--- config.mk ---
export PLATFORM = sky130hd
export DESIGN_NAME = sobel_edge_detect_8bit
export DESIGN_NICKNAME = d
export VERILOG_FILES = /design/src/rtl/video_pkg.sv /design/src/rtl/sobel_abs_diff.sv /design/src/rtl/sobel_edge_detect_8bit.sv
export SDC_FILE = /design/constraint.sdc
export NUM_CORES = 1
export LEC_CHECK = 0
export ABC_CLOCK_PERIOD_IN_PS = 5700
export BUFFER_PORTS_ARGS = -buffer_cell sky130_fd_sc_hd__buf_2
export CORE_MARGIN = 8
export CORE_UTILIZATION = 40
export CTS_BUF_LIST = sky130_fd_sc_hd__clkbuf_4 sky130_fd_sc_hd__clkbuf_8 sky130_fd_sc_hd__clkbuf_16
export DETAILED_ROUTE_END_ITERATION = 10
export GPL_TIMING_DRIVEN = 1
export PLACE_DENSITY_LB_ADDON = 0.15
export SETUP_SLACK_MARGIN = 0.2
export SYNTH_ARGS = -nofsm -noshare
export SYNTH_HDL_FRONTEND = slang
export SYNTH_SLANG_ARGS = --single-unit
--- constraint.sdc ---
create_clock -name clk -period 5.7 [get_ports clk]
set_input_delay 0.57 -clock clk [delete_from_list [all_inputs] [get_ports clk]]
set_output_delay 0.57 -clock clk [all_outputs]
set_load 0.02 [all_outputs]
--- src/rtl/video_pkg.sv ---
// Shared video constants, frame-counter state encoding and the Sobel tap-sum helper.
package video_pkg;

    localparam int unsigned PIX_W   = 8;
    localparam int unsigned LATENCY = 4;
    localparam int unsigned GRAD_W  = 10;

    typedef enum logic {
        IDLE  = 1'b0,
        COUNT = 1'b1
    } frame_state_e;

    // a + 2*b + c; the 4*255 worst case fits in GRAD_W bits
    function automatic logic [GRAD_W-1:0] tap_sum(input logic [PIX_W-1:0] a,
                                                  input logic [PIX_W-1:0] b,
                                                  input logic [PIX_W-1:0] c);
        return GRAD_W'(a) + (GRAD_W'(b) << 1) + GRAD_W'(c);
    endfunction

endpackage

--- src/rtl/sobel_abs_diff.sv ---
// Registered absolute difference of two unsigned operands.
module sobel_abs_diff
    import video_pkg::*;
#(
    parameter int unsigned W = GRAD_W
) (
    input  logic         i_clk,
    input  logic         i_rst,
    input  logic [W-1:0] i_a,
    input  logic [W-1:0] i_b,
    output logic [W-1:0] o_abs
);

    logic [W-1:0] r_abs;

    always_ff @(posedge i_clk) begin
        if (i_rst) begin
            r_abs <= '0;
        end else if (i_a >= i_b) begin
            r_abs <= i_a - i_b;
        end else begin
            r_abs <= i_b - i_a;
        end
    end

    assign o_abs = r_abs;

endmodule

--- src/rtl/sobel_edge_detect_8bit.sv ---
// Four-stage Sobel gradient/threshold pipeline with a per-frame edge-pixel counter.
module sobel_edge_detect_8bit
    import video_pkg::*;
#(
    parameter logic [PIX_W-1:0] DEFAULT_THRESH = 8'd64,
    parameter int unsigned      CNT_W          = 21
) (
    input  logic             clk,
    input  logic             rst,
    input  logic             matrix_frame_vsync,
    input  logic             matrix_frame_href,
    input  logic [PIX_W-1:0] matrix_p11,
    input  logic [PIX_W-1:0] matrix_p12,
    input  logic [PIX_W-1:0] matrix_p13,
    input  logic [PIX_W-1:0] matrix_p21,
    input  logic [PIX_W-1:0] matrix_p22,
    input  logic [PIX_W-1:0] matrix_p23,
    input  logic [PIX_W-1:0] matrix_p31,
    input  logic [PIX_W-1:0] matrix_p32,
    input  logic [PIX_W-1:0] matrix_p33,
    input  logic [PIX_W-1:0] thresh_in,
    output logic             post_frame_vsync,
    output logic             post_frame_href,
    output logic [PIX_W-1:0] post_img_Gray,
    output logic             post_img_Bit,
    output logic [CNT_W-1:0] edge_cnt,
    output logic             edge_cnt_valid
);

    logic [LATENCY-1:0] r_vs_dly;
    logic [LATENCY-1:0] r_hs_dly;
    logic [LATENCY-1:0] r_vsg_dly;
    logic               r_armed;
    logic               r_vsg_prev;
    logic [PIX_W-1:0]   r_thresh;
    logic               w_vs_gated;
    logic               w_vs_rise;

    logic [GRAD_W-1:0]  r_gx_p, r_gx_n, r_gy_p, r_gy_n;
    logic [GRAD_W-1:0]  w_abs_gx, w_abs_gy;
    logic [GRAD_W:0]    w_g_sum;
    logic [GRAD_W:0]    r_g;
    logic [PIX_W-1:0]   r_gray_s3;
    logic [PIX_W-1:0]   r_gray;
    logic               r_bit;
    logic               w_unused_p22;

    frame_state_e       r_state, w_state_next;
    logic [CNT_W-1:0]   r_cnt, w_cnt_next, w_cnt_inc;
    logic [CNT_W-1:0]   r_edge_cnt, w_edge_cnt_next;
    logic               r_valid, w_valid_next;
    logic               r_pv_prev;
    logic               w_pv;
    logic               w_hit;

    // The centre tap has zero weight in both kernels.
    assign w_unused_p22 = ^matrix_p22;

    // A frame already running at reset release stays unarmed until vsync has been seen low.
    assign w_vs_gated = matrix_frame_vsync & r_armed;
    assign w_vs_rise  = w_vs_gated & ~r_vsg_prev;

    always_ff @(posedge clk) begin
        if (rst) begin
            r_vs_dly   <= '0;
            r_hs_dly   <= '0;
            r_vsg_dly  <= '0;
            r_armed    <= 1'b0;
            r_vsg_prev <= 1'b0;
            r_thresh   <= DEFAULT_THRESH;
        end else begin
            r_vs_dly   <= {r_vs_dly[LATENCY-2:0], matrix_frame_vsync};
            r_hs_dly   <= {r_hs_dly[LATENCY-2:0], matrix_frame_href};
            r_vsg_dly  <= {r_vsg_dly[LATENCY-2:0], w_vs_gated};
            r_armed    <= r_armed | ~matrix_frame_vsync;
            r_vsg_prev <= w_vs_gated;
            if (w_vs_rise) begin
                r_thresh <= thresh_in;
            end
        end
    end

    always_ff @(posedge clk) begin
        if (rst) begin
            r_gx_p <= '0;
            r_gx_n <= '0;
            r_gy_p <= '0;
            r_gy_n <= '0;
        end else begin
            r_gx_p <= tap_sum(matrix_p13, matrix_p23, matrix_p33);
            r_gx_n <= tap_sum(matrix_p11, matrix_p21, matrix_p31);
            r_gy_p <= tap_sum(matrix_p11, matrix_p12, matrix_p13);
            r_gy_n <= tap_sum(matrix_p31, matrix_p32, matrix_p33);
        end
    end

    sobel_abs_diff #(
        .W (GRAD_W)
    ) u_abs_gx (
        .i_clk (clk),
        .i_rst (rst),
        .i_a   (r_gx_p),
        .i_b   (r_gx_n),
        .o_abs (w_abs_gx)
    );

    sobel_abs_diff #(
        .W (GRAD_W)
    ) u_abs_gy (
        .i_clk (clk),
        .i_rst (rst),
        .i_a   (r_gy_p),
        .i_b   (r_gy_n),
        .o_abs (w_abs_gy)
    );

    assign w_g_sum = {1'b0, w_abs_gx} + {1'b0, w_abs_gy};

    always_ff @(posedge clk) begin
        if (rst) begin
            r_g       <= '0;
            r_gray_s3 <= '0;
            r_gray    <= '0;
            r_bit     <= 1'b0;
        end else begin
            r_g       <= w_g_sum;
            r_gray_s3 <= (w_g_sum > (GRAD_W+1)'(255)) ? {PIX_W{1'b1}} : w_g_sum[PIX_W-1:0];
            r_gray    <= r_hs_dly[LATENCY-2] ? r_gray_s3 : '0;
            r_bit     <= (r_g > (GRAD_W+1)'(r_thresh)) & r_hs_dly[LATENCY-2];
        end
    end

    assign w_pv      = r_vsg_dly[LATENCY-1];
    assign w_hit     = r_hs_dly[LATENCY-1] & r_bit;
    assign w_cnt_inc = (w_hit && (r_cnt != {CNT_W{1'b1}})) ? r_cnt + CNT_W'(1) : r_cnt;

    always_ff @(posedge clk) begin
        if (rst) begin
            r_state    <= IDLE;
            r_cnt      <= '0;
            r_edge_cnt <= '0;
            r_valid    <= 1'b0;
            r_pv_prev  <= 1'b0;
        end else begin
            r_state    <= w_state_next;
            r_cnt      <= w_cnt_next;
            r_edge_cnt <= w_edge_cnt_next;
            r_valid    <= w_valid_next;
            r_pv_prev  <= w_pv;
        end
    end

    always_comb begin
        w_state_next    = r_state;
        w_cnt_next      = r_cnt;
        w_edge_cnt_next = r_edge_cnt;
        w_valid_next    = 1'b0;
        unique case (r_state)
            IDLE: begin
                if (w_pv && !r_pv_prev) begin
                    w_state_next = COUNT;
                    w_cnt_next   = '0;
                end
            end
            COUNT: begin
                if (!w_pv) begin
                    w_state_next    = IDLE;
                    w_edge_cnt_next = w_cnt_inc;
                    w_valid_next    = 1'b1;
                end else begin
                    w_cnt_next = w_cnt_inc;
                end
            end
            default: w_state_next = IDLE;
        endcase
    end

    assign post_frame_vsync = r_vs_dly[LATENCY-1];
    assign post_frame_href  = r_hs_dly[LATENCY-1];
    assign post_img_Gray    = r_gray;
    assign post_img_Bit     = r_bit;
    assign edge_cnt         = r_edge_cnt;
    assign edge_cnt_valid   = r_valid;

endmodule
==> reports/summary.txt, run 1 <==
CP Capture Type -> flip-flop
Arr. time, crit path -> 3.07 ns
Routed Antenna Nets -> 0
Required time worst endpoint -> 6.01 ns
GPL Wtd Cong -> 0.8180
Die X -> 169.3 um
Routed vias/inst -> 4.928
Final setup vio count -> 0
WL per Instance -> 14.66 um
Hold buffers post-CTS -> 0
Final nets -> 1348
Yosys cell types -> 69
Via count -> 7224
Post-Synth XOR/XNOR Area -> 2.701%
Clk slew on worst S/H paths -> 0.07 ns
Kind of critical path -> reg2reg
Post-Synth Adder-Cell Area -> 20.25%
Clk_lat worst skew -> 0.42 ns
Largest family of logic cells by synthesized area -> adder cells
Final global-route overflow total -> 0
Peak VDD IR -> 199.3 uV
Tmin final -> 2.758 ns
Rows -> 56
Post-synth EDFFs -> 0
Initial core utilization -> 40.43%
Post-CTS Resized -> 0
RSZ-0062 raised after global routing -> false
Largest net degree at the start of global routing -> 86
Syn Nets -> 1255
HP Start -> matrix_frame_vsync
Post-synthesis mux area share -> 4.750%
CTS H-tree lvls -> 4
Dominant cell type by area after synthesis -> dfxtp_1
Synth Area in Simple Gates -> 17.56%
Post-route setup TNS -> 0 ns
Async S/R FF share, synth -> 0%
Die Span Y -> 169.3 um
Most common cell after layout, fill and taps aside -> dfxtp_1
Sequential area share after synthesis -> 32.78%
Post-CTS setup buffer count -> 0
Synth top area share -> 32.78%
Tightest Pin Transition -> 0.8111 ns
Area growth, synth to finish -> 14.70%
Fmax -> 0.3626 GHz
Compound-cell area share of the yosys netlist -> 16.94%
Max Clock Skew -> 0.01259 ns
Sink Count -> 154
Tot GR Track Use -> 15.36%
Initial antenna violation count -> 0
Max-cap violation count -> 0
Final WL -> 21500 um
Number of global-route vias before repair -> 7328
Synth area leaders -> dfxtp_1 33%, ha_1 12%, fa_1 7.9%
R2r worst-path depth -> 8
Cell Area, Synth -> 9404 um^2
CTS buffer count -> 17
Status -> finished, final reports clean
Final Max Tran Viols -> 0
Worst slew margin -> 45.93%
Yosys reg bits -> 154
Share of cells above drive strength 1 -> 15.45%
I/O Buffers -> 108
IO Pins -> 117
Min-Delay Path Class -> in2reg
Most frequent cells in the layout -> 154 x dfxtp_1, 107 x buf_2, 106 x nor2_1
Clock root cell -> clkbuf_16
Clock tree buffer depth -> 2
Beginning of the critical path -> r_gy_p[0]
Reg-to-reg startpoint -> r_gy_p[0]
Hold path cells -> 2
Period utilisation layout -> 48.39%
Die area -> 28670 um^2
Syn Inst Count -> 1041
Drt first pass iters -> 4
Final-report hold violation count -> 0
Mean post-synth cell area -> 9.034 um^2
Finished Layout Cells -> 1466
Post-route DRC -> 0
CTS tree -> built
Core Footprint -> 23260 um^2
PD cells -> 369.2 nW/um^2
Dominant synthesized flop cell -> dfxtp_1
CP Launch Type -> flip-flop
HPWL Detailed -> 16830 um
CP Max Fanout -> 9
Inst Count DP -> 1434
First-pass GRT wire length -> 35890 um
Leak -> 4.783 nW
Yosys Warn Count -> 0
DR iter-0 viols -> 317
[per-stage QoR]
step	total power [mW]	cell area (um^2)	hold WS (ns)	worst slack, ns	util [%]
floorplan	2.552	9404	0.4057	2.955	-
global placement	2.904	10210	0.4140	2.607	43.90
detailed placement	2.914	10210	0.4154	2.627	43.90
CTS	4.026	10780	0.3418	2.938	46.36
global route	4.289	10780	0.3562	2.769	46.36
finish	3.982	10790	0.3630	2.942	46.37
[worst max-delay path, stage by stage, from the launching register on]
cell and delay (ns):
dfxtp_1 0.33, inv_1 0.04, ha_1 0.21, fa_1 0.41
o21ai_1 0.37, o21ai_0 0.24, a21oi_4 0.38, mux2i_1 0.30
mux2_2 0.36
[power by group]
| part | internal (mW) | leakage, nW | switching [mW] |
|---|---|---|---|
| Clock | 0.617 | 0.280 | 0.473 |
| Combinational | 0.712 | 3.24 | 0.854 |
| Sequential | 1.25 | 1.26 | 0.0744 |
[logic make-up after synthesis]
family | Yosys count
AO/OA/AOI/OAI | 246
XOR/XNOR | 29
adder cells (fa/ha/maj) | 130
buffers and inverters | 119
flip-flops | 154
multiplexers | 42
AND/OR/NAND/NOR | 321
[sequential cells by signal, indices dropped and copies added, names as in the netlist, 8 cells and up]
register and count:
r_cnt 21, r_gy_n 10, r_gray_s3 8, r_g 11, r_gx_p 10, u_abs_gy.o_abs 10
u_abs_gx.o_abs 10, r_gy_p 10, r_thresh 8, post_img_Gray 8, edge_cnt 21, r_gx_n 10
[cell type report]
type,instances,area (um^2)
Antenna cell,1,2.502
Inverter,81,304.0
Tap cell,319,399.1
Fill cell,2349,12480
Clock inverter,13,140.1
Sequential cell,154,3083
Timing Repair Buffer,112,573.1
Clock buffer,18,432.9
Multi-Input combinational cell,768,5852
[metal layers]
metal,share of wire (%),vias up,track usage (%)
met4,1.8,0,5.002
met2,45,139,25.73
met1,48,3275,19.23
met5,0,-,0
met3,4.5,21,3.559
li1,-,3789,-
[worst paths after layout]
path	slack, ns	to
worst min-delay path	0.36	r_armed
worst min register to register	0.43	post_img_Gray[4]
worst max-delay path	2.94	u_abs_gy.o_abs[7]
worst max register to register	2.94	u_abs_gy.o_abs[7]
[synth_stat cells, drive strengths merged (14+ instances only)]
cell type	number
xor2	15
a31oi	17
nor3	33
nand3	19
ha	93
mux2	21
a21oi	68
xnor2	14
nor2	106
nor2b	55
a21o	18
fa	37
dfxtp	154
clkbuf	24
o21ai	77
inv	81
buf	14
mux2i	21
nand2	48
Note: power is estimated with default switching activity, not from simulation.
==> run 2: changes to the inputs <==
Settings changed: ABC_AREA from default to 1, ABC_CLOCK_PERIOD_IN_PS 5700 to 2500.
Clock period 5.7 ns to 2.5 ns, I/O delays scaled along.
==> reports/summary.txt, run 2 <==
CTS H-tree lvls -> 4 (unchanged)
HPWL Detailed -> 19110 um (was 16830 um)
Synth area leaders -> dfxtp_1 31%, ha_1 12%, nand2_1 11% (was dfxtp_1 33%, ha_1 12%, fa_1 7.9%)
Cell Area, Synth -> 9892 um^2 (was 9404 um^2)
Required time worst endpoint -> 2.85 ns (was 6.01 ns)
Met3 GRT Util -> 3.463% (was 3.559%)
Largest net degree at the start of global routing -> 72 (was 86)
Sequential area share after synthesis -> 31.17% (was 32.78%)
Rows -> 57 (was 56)
Routed vias/inst -> 4.781 (was 4.928)
Final nets -> 1661 (was 1348)
Die area -> 30020 um^2 (was 28670 um^2)
I/O Buffers -> 108 (unchanged)
CP Launch Type -> flip-flop (unchanged)
Initial antenna violation count -> 0 (unchanged)
Sink Count -> 154 (unchanged)
Die X -> 173.3 um (was 169.3 um)
Share of cells above drive strength 1 -> 13.42% (was 15.45%)
Final WL -> 24090 um (was 21500 um)
Post-synthesis mux area share -> 0% (was 4.750%)
Post-route setup TNS -> 0 ns (unchanged)
Synth Area in Simple Gates -> 22.83% (was 17.56%)
Max-cap violation count -> 0 (unchanged)
Most numerous cell in the Yosys netlist -> nand2_1 (was dfxtp_1)
WL per Instance -> 13.50 um (was 14.66 um)
Gr busiest metal -> met2 (unchanged)
First-pass GRT wire length -> 40990 um (was 35890 um)
Syn Nets -> 1562 (was 1255)
Routed Antenna Nets -> 0 (unchanged)
Core Footprint -> 24320 um^2 (was 23260 um^2)
IO Pins -> 117 (unchanged)
CP Capture Type -> flip-flop (unchanged)
Yosys cell types -> 40 (was 69)
Clock root cell -> clkbuf_16 (unchanged)
Yosys Warn Count -> 0 (unchanged)
Synth top area share -> 31.17% (was 32.78%)
Met2 Use GR -> 28.02% (was 25.73%)
Final-report hold violation count -> 0 (unchanged)
Area growth, synth to finish -> 14.84% (was 14.70%)
Post-Synth XOR/XNOR Area -> 2.568% (was 2.701%)
Dominant synthesized flop cell -> dfxtp_1 (unchanged)
Arr. time, crit path -> 2.41 ns (was 3.07 ns)
Tmin final -> 2.061 ns (was 2.758 ns)
N_diodes -> 0 (was 1)
Yosys reg bits -> 154 (unchanged)
Max Clock Skew -> 0.01157 ns (was 0.01259 ns)
CP Max Fanout -> 6 (was 9)
Mean post-synth cell area -> 7.338 um^2 (was 9.034 um^2)
Final setup vio count -> 0 (unchanged)
Post-synth EDFFs -> 0 (unchanged)
Syn Inst Count -> 1348 (was 1041)
Worst slew margin -> 44.04% (was 45.93%)
RSZ-0062 raised after global routing -> false (unchanged)
Clk_lat worst skew -> 0.43 ns (was 0.42 ns)
PD cells -> 840.5 nW/um^2 (was 369.2 nW/um^2)
DR iter-0 viols -> 395 (was 317)
Clk slew on worst S/H paths -> 0.07 ns (about the same)
CTS tree -> built (unchanged)
Peak VDD IR -> 455.5 uV (was 199.3 uV)
Post-Synth Adder-Cell Area -> 19.25% (was 20.25%)
Initial core utilization -> 40.68% (was 40.43%)
Tightest Pin Transition -> 0.8394 ns (was 0.8111 ns)
Post-CTS setup buffer count -> 0 (unchanged)
Drt first pass iters -> 4 (unchanged)
Compound-cell area share of the yosys netlist -> 14.04% (was 16.94%)
Via count -> 8529 (was 7224)
Period utilisation layout -> 82.43% (was 48.39%)
Number of global-route vias before repair -> 8634 (was 7328)
Final global-route overflow total -> 0 (unchanged)
Min-Delay Path Class -> in2reg (unchanged)
Most frequent cells in the layout -> 288 x nand2_1, 211 x inv_1, 154 x dfxtp_1 (was 154 x dfxtp_1, 107 x buf_2, 106 x nor2_1)
Largest family of logic cells by synthesized area -> simple AND/OR/NAND/NOR gates (was adder cells)
Async S/R FF share, synth -> 0% (unchanged)
Post-synth top cells -> 289 x nand2_1, 212 x inv_1, 154 x dfxtp_1, 151 x a21oi_1, 93 x ha_1 (was 154 x dfxtp_1, 106 x nor2_1, 93 x ha_1, 81 x inv_1, 76 x o21ai_0)
Most common cell after layout, fill and taps aside -> nand2_1 (was dfxtp_1)
Fmax -> 0.4853 GHz (was 0.3626 GHz)
Hold Worst Slack -> 0.04762 ns (was 0.3630 ns)
Clock tree buffer depth -> 2 (unchanged)
Leak -> 5.552 nW (was 4.783 nW)
GR met1 Demand/Resource -> 20.10% (was 19.23%)
Final Max Tran Viols -> 0 (unchanged)
Tot GR Track Use -> 16.33% (was 15.36%)
CTS buffer count -> 17 (unchanged)
Status -> finished, final reports clean (unchanged)
Kind of critical path -> reg2reg (unchanged)
GPL Wtd Cong -> 0.8898 (was 0.8180)
Dominant cell type by area after synthesis -> dfxtp_1 (unchanged)
Power, Total -> 9.548 mW (was 3.982 mW)
Die Span Y -> 173.3 um (was 169.3 um)
Post-route DRC -> 0 (unchanged)
## run 2: kinds of logic after synthesis
family / Yosys count
compound gates: 256
xor+xnor: 29
flops: 154
simple gates: 525
buf+inv: 254
fa+ha+maj: 130
## run 2: worst paths after layout
path              slack, ns           endpoint  cells past startpoint              start
setup reg to reg       0.44  u_abs_gx.o_abs[4]                     11          r_gx_p[0]
setup / recovery       0.44  u_abs_gx.o_abs[4]                     11          r_gx_p[0]
hold reg to reg        0.40       r_vsg_dly[2]                      2       r_vsg_dly[1]
hold / removal         0.05        r_hs_dly[0]                      3  matrix_frame_href
## run 2: critical path, stage by stage (launching register included)
cell and delay (ns):
dfxtp_1 0.34, inv_1 0.05, ha_1 0.23, fa_1 0.43, o21ai_2 0.22, nand2_1 0.07
nand2_1 0.10, nand2_1 0.07, nand2_2 0.12, buf_4 0.16, nand2_1 0.05, a21oi_1 0.14
## run 2: through the flow
step	setup WS, ns	cell area (um^2)	utilization (%)	std cells
floorplan	0.4824	9892	-	1348
detailed placement	0.1520	10720	44.09	1752
global placement	0.1779	10720	44.09	1752
CTS	0.3307	11350	46.68	1784
global route	0.2461	11360	46.71	1784
finish	0.4393	11360	46.71	1784
## run 2: per-layer routing
layer  routed length, um  vias to the layer above
li1                    -                     4519
met1               11590                     3799
met2               11080                      182
met3                1016                       29
met4                 398                        0
met5                   0                        -
## run 2: final cells by class
class / instances / area (um^2)
sequential: 154 / 3083
inverter: 216 / 810.8
timing repair buffer: 118 / 615.6
clock buffer: 17 / 425.4
multi-input combinational: 940 / 5816
clock inverter: 15 / 203.9
tap: 324 / 405.4
fill: 2491 / 12960
## run 2: power breakdown
| part | total [mW] | internal [mW] | leakage [nW] | switching, mW |
|---|---|---|---|---|
| sequential | 3.03 | 2.86 | 1.27 | 0.170 |
| clock | 2.77 | 1.62 | 0.311 | 1.15 |
| combinational | 3.75 | 1.42 | 3.98 | 2.32 |
| total | 9.55 | 5.90 | 5.55 | 3.65 |
## run 2: what timing repair did
action,in CTS,in global routing
hold buffers,0,0
gates resized for setup,0,2
setup endpoints to repair,0,11
==> run 3: changes to the inputs <==
Settings changed: ABC_AREA 1 to 0, ABC_CLOCK_PERIOD_IN_PS 2500 to 1950.
Clock period 2.5 ns to 1.95 ns, I/O delays scaled along.
==> reports/summary.txt, run 3 (same netlist as run 1, synthesis figures left out) <==
Area growth, synth to finish -> 46.13% (was 14.84%)
Arr. time, crit path -> 2.59 ns (was 2.41 ns)
Die X -> 169.3 um (was 173.3 um)
Number of global-route vias before repair -> 8257 (was 8634)
Design area -> 13740 um^2 (was 11360 um^2)
Total placed instance area -> 11620 um^2 (was 10720 um^2)
Final global-route overflow total -> 0 (unchanged)
Sequential standard cell area -> 3148 um^2 (was 3083 um^2)
Via count -> 8162 (was 8529)
Reg2reg setup slack -> -0.34 ns (was 0.44 ns)
Most common cell after layout, fill and taps aside -> buf_4 (was nand2_1)
Largest net degree at the start of global routing -> 58 (was 72)
Period utilisation layout -> 117.4% (was 82.43%)
R2r worst-path depth -> 9 (was 11)
GPL Wtd Cong -> 0.8418 (was 0.8898)
Routed vias/inst -> 4.873 (was 4.781)
Max-cap violation count -> 0 (unchanged)
Post-route DRC -> 0 (unchanged)
Fmax -> 0.4370 GHz (was 0.4853 GHz)
N_diodes -> 0 (unchanged)
CTS buffer count -> 17 (unchanged)
PD cells -> 1051 nW/um^2 (was 840.5 nW/um^2)
Kind of critical path -> reg2reg (unchanged)
Die Span Y -> 169.3 um (was 173.3 um)
CP Capture Type -> flip-flop (unchanged)
Hold Worst Slack -> 0.02220 ns (was 0.04762 ns)
Routed Antenna Nets -> 0 (unchanged)
Initial core utilization -> 40.43% (was 40.68%)
I/O Buffers -> 108 (unchanged)
Failing checks -> negative setup slack
Max Clock Skew -> 0.01298 ns (was 0.01157 ns)
Inst Count DP -> 1579 (was 1752)
Clk_lat worst skew -> 0.43 ns (about the same)
Core Footprint -> 23260 um^2 (was 24320 um^2)
Share of cells above drive strength 1 -> 42.63% (was 13.42%)
Post-route setup TNS -> -4.878 ns (was 0 ns)
HPWL Detailed -> 18350 um (was 19110 um)
Required time worst endpoint -> 2.25 ns (was 2.85 ns)
Initial antenna violation count -> 0 (unchanged)
Fill cell count -> 2011 (was 2491)
Multi-input gate area -> 6928 um^2 (was 5816 um^2)
Leak -> 6.075 nW (was 5.552 nW)
Hold endpoint -> r_thresh[3] (was r_hs_dly[0])
Slowest stage cell, crit path -> or3_4 (was fa_1)
DR iter-0 viols -> 277 (was 395)
CP cell instances -> buf_4, ha_2, a211oi_2, nor2_1, or3_4, a31oi_4, buf_12, mux2i_2, mux2_1 (was inv_1, ha_1, fa_1, o21ai_2, nand2_1, nand2_1, nand2_1, nand2_2, buf_4, nand2_1, a21oi_1)
CP Max Fanout -> 8 (was 6)
Min-Delay Path Class -> in2reg (unchanged)
Clock root cell -> clkbuf_16 (unchanged)
Final-report hold violation count -> 0 (unchanged)
Peak VDD IR -> 555.5 uV (was 455.5 uV)
Final Max Tran Viols -> 0 (unchanged)
Tot GR Track Use -> 16.98% (was 16.33%)
CP Launch Type -> flip-flop (unchanged)
Reg-to-reg startpoint -> r_gx_p[6] (was r_gx_p[0])
Sink Count -> 154 (unchanged)
CTS H-tree lvls -> 4 (unchanged)
Power, Total -> 14.45 mW (was 9.548 mW)
WL per Instance -> 14.93 um (was 13.50 um)
Clock tree buffer depth -> 2 (unchanged)
Largest stage delay on the critical path -> 0.39 ns (was 0.43 ns)
Most frequent cells in the layout -> 187 x buf_4, 116 x dfxtp_1, 100 x nor2_1 (was 288 x nand2_1, 211 x inv_1, 154 x dfxtp_1)
IO Pins -> 117 (unchanged)
Final WL -> 25010 um (was 24090 um)
Die area -> 28670 um^2 (was 30020 um^2)
Hold path cells -> 3 (unchanged)
HP Start -> thresh_in[3] (was matrix_frame_href)
Final nets -> 1558 (was 1661)
Tightest Pin Transition -> 0.6109 ns (was 0.8394 ns)
RSZ-0062 raised after global routing -> true (was false)
First-pass GRT wire length -> 39930 um (was 40990 um)
CTS tree -> built (unchanged)
Critical R2R Capture -> u_abs_gx.o_abs[9] (was u_abs_gx.o_abs[4])
Finished Layout Cells -> 1675 (was 1784)
Clk slew on worst S/H paths -> 0.07 ns (about the same)
Final worst slack -> -0.3385 ns (was 0.4393 ns)
Status -> finished with violations (was finished, final reports clean)
Worst slew margin -> 59.15% (was 44.04%)
Drt first pass iters -> 4 (unchanged)
Rows -> 56 (was 57)
Tmin final -> 2.289 ns (was 2.061 ns)
Final setup vio count -> 21 (was 0)
==> run 3: metrics by stage <==
step	util, %	worst slack, ns
after global placement	49.95	-0.4970
after CTS	55.81	-0.3202
after detailed placement	49.95	-0.5468
final	59.07	-0.3385
after global routing	59.07	-0.4319
after floorplan	-	-0.3205
==> run 3: worst max path at each step <==
stage	start	endpoint	slack (ns)	depth (start not counted)
global route	r_gx_p[5]	u_abs_gx.o_abs[6]	-0.43	9
CTS	r_gx_p[5]	u_abs_gx.o_abs[5]	-0.32	9
floorplan	r_gx_p[5]	u_abs_gx.o_abs[2]	-0.32	9
global placement	matrix_p33[2]	r_gy_n[8]	-0.50	9
finish	r_gx_p[6]	u_abs_gx.o_abs[9]	-0.34	9
detailed placement	matrix_p33[2]	r_gx_p[8]	-0.55	9
==> run 3: timing repair <==
item                                   in CTS  in global routing
resized for setup                         107                133
buffers inserted                           31                 24
pin swaps                                  82                 99
cloned                                      1                  1
setup endpoints to repair                  59                 91
endpoints found under the hold margin       8                  0
hold buffers                                8                  0
==> run 3: routing by layer <==
metal / global-route usage [%] / up-vias / wire length [um]
met5: 0 / - / 0
met1: 20.56 / 3745 / 11290
met3: 3.512 / 36 / 1002
met4: 6.695 / 0 / 641
li1: - / 4216 / -
met2: 29.09 / 165 / 12070
==> run 3: area by class of cell <==
class / count / area share, %
multi-input cells: 769 / 50.41
flip-flops and latches: 154 / 22.91
repair buffers: 321 / 17.24
clock buffers: 20 / 3.396
well taps: 319 / 2.904
inverters: 81 / 2.213
clock inverters: 11 / 0.9196
==> run 3: power by group <==
part	switching, mW	total (mW)	internal, mW
Clock	1.41	3.30	1.90
Sequential	0.280	3.96	3.68
Combinational	3.30	7.18	3.88
==> run 3: worst max-delay path, delay by kind of cell, from the launching register on <==
kind / cells / cell delay [ns]
buf+inv: 2 / 0.28
fa+ha+maj: 1 / 0.20
flops: 1 / 0.32
mux: 2 / 0.55
compound gates: 2 / 0.36
simple gates: 2 / 0.46
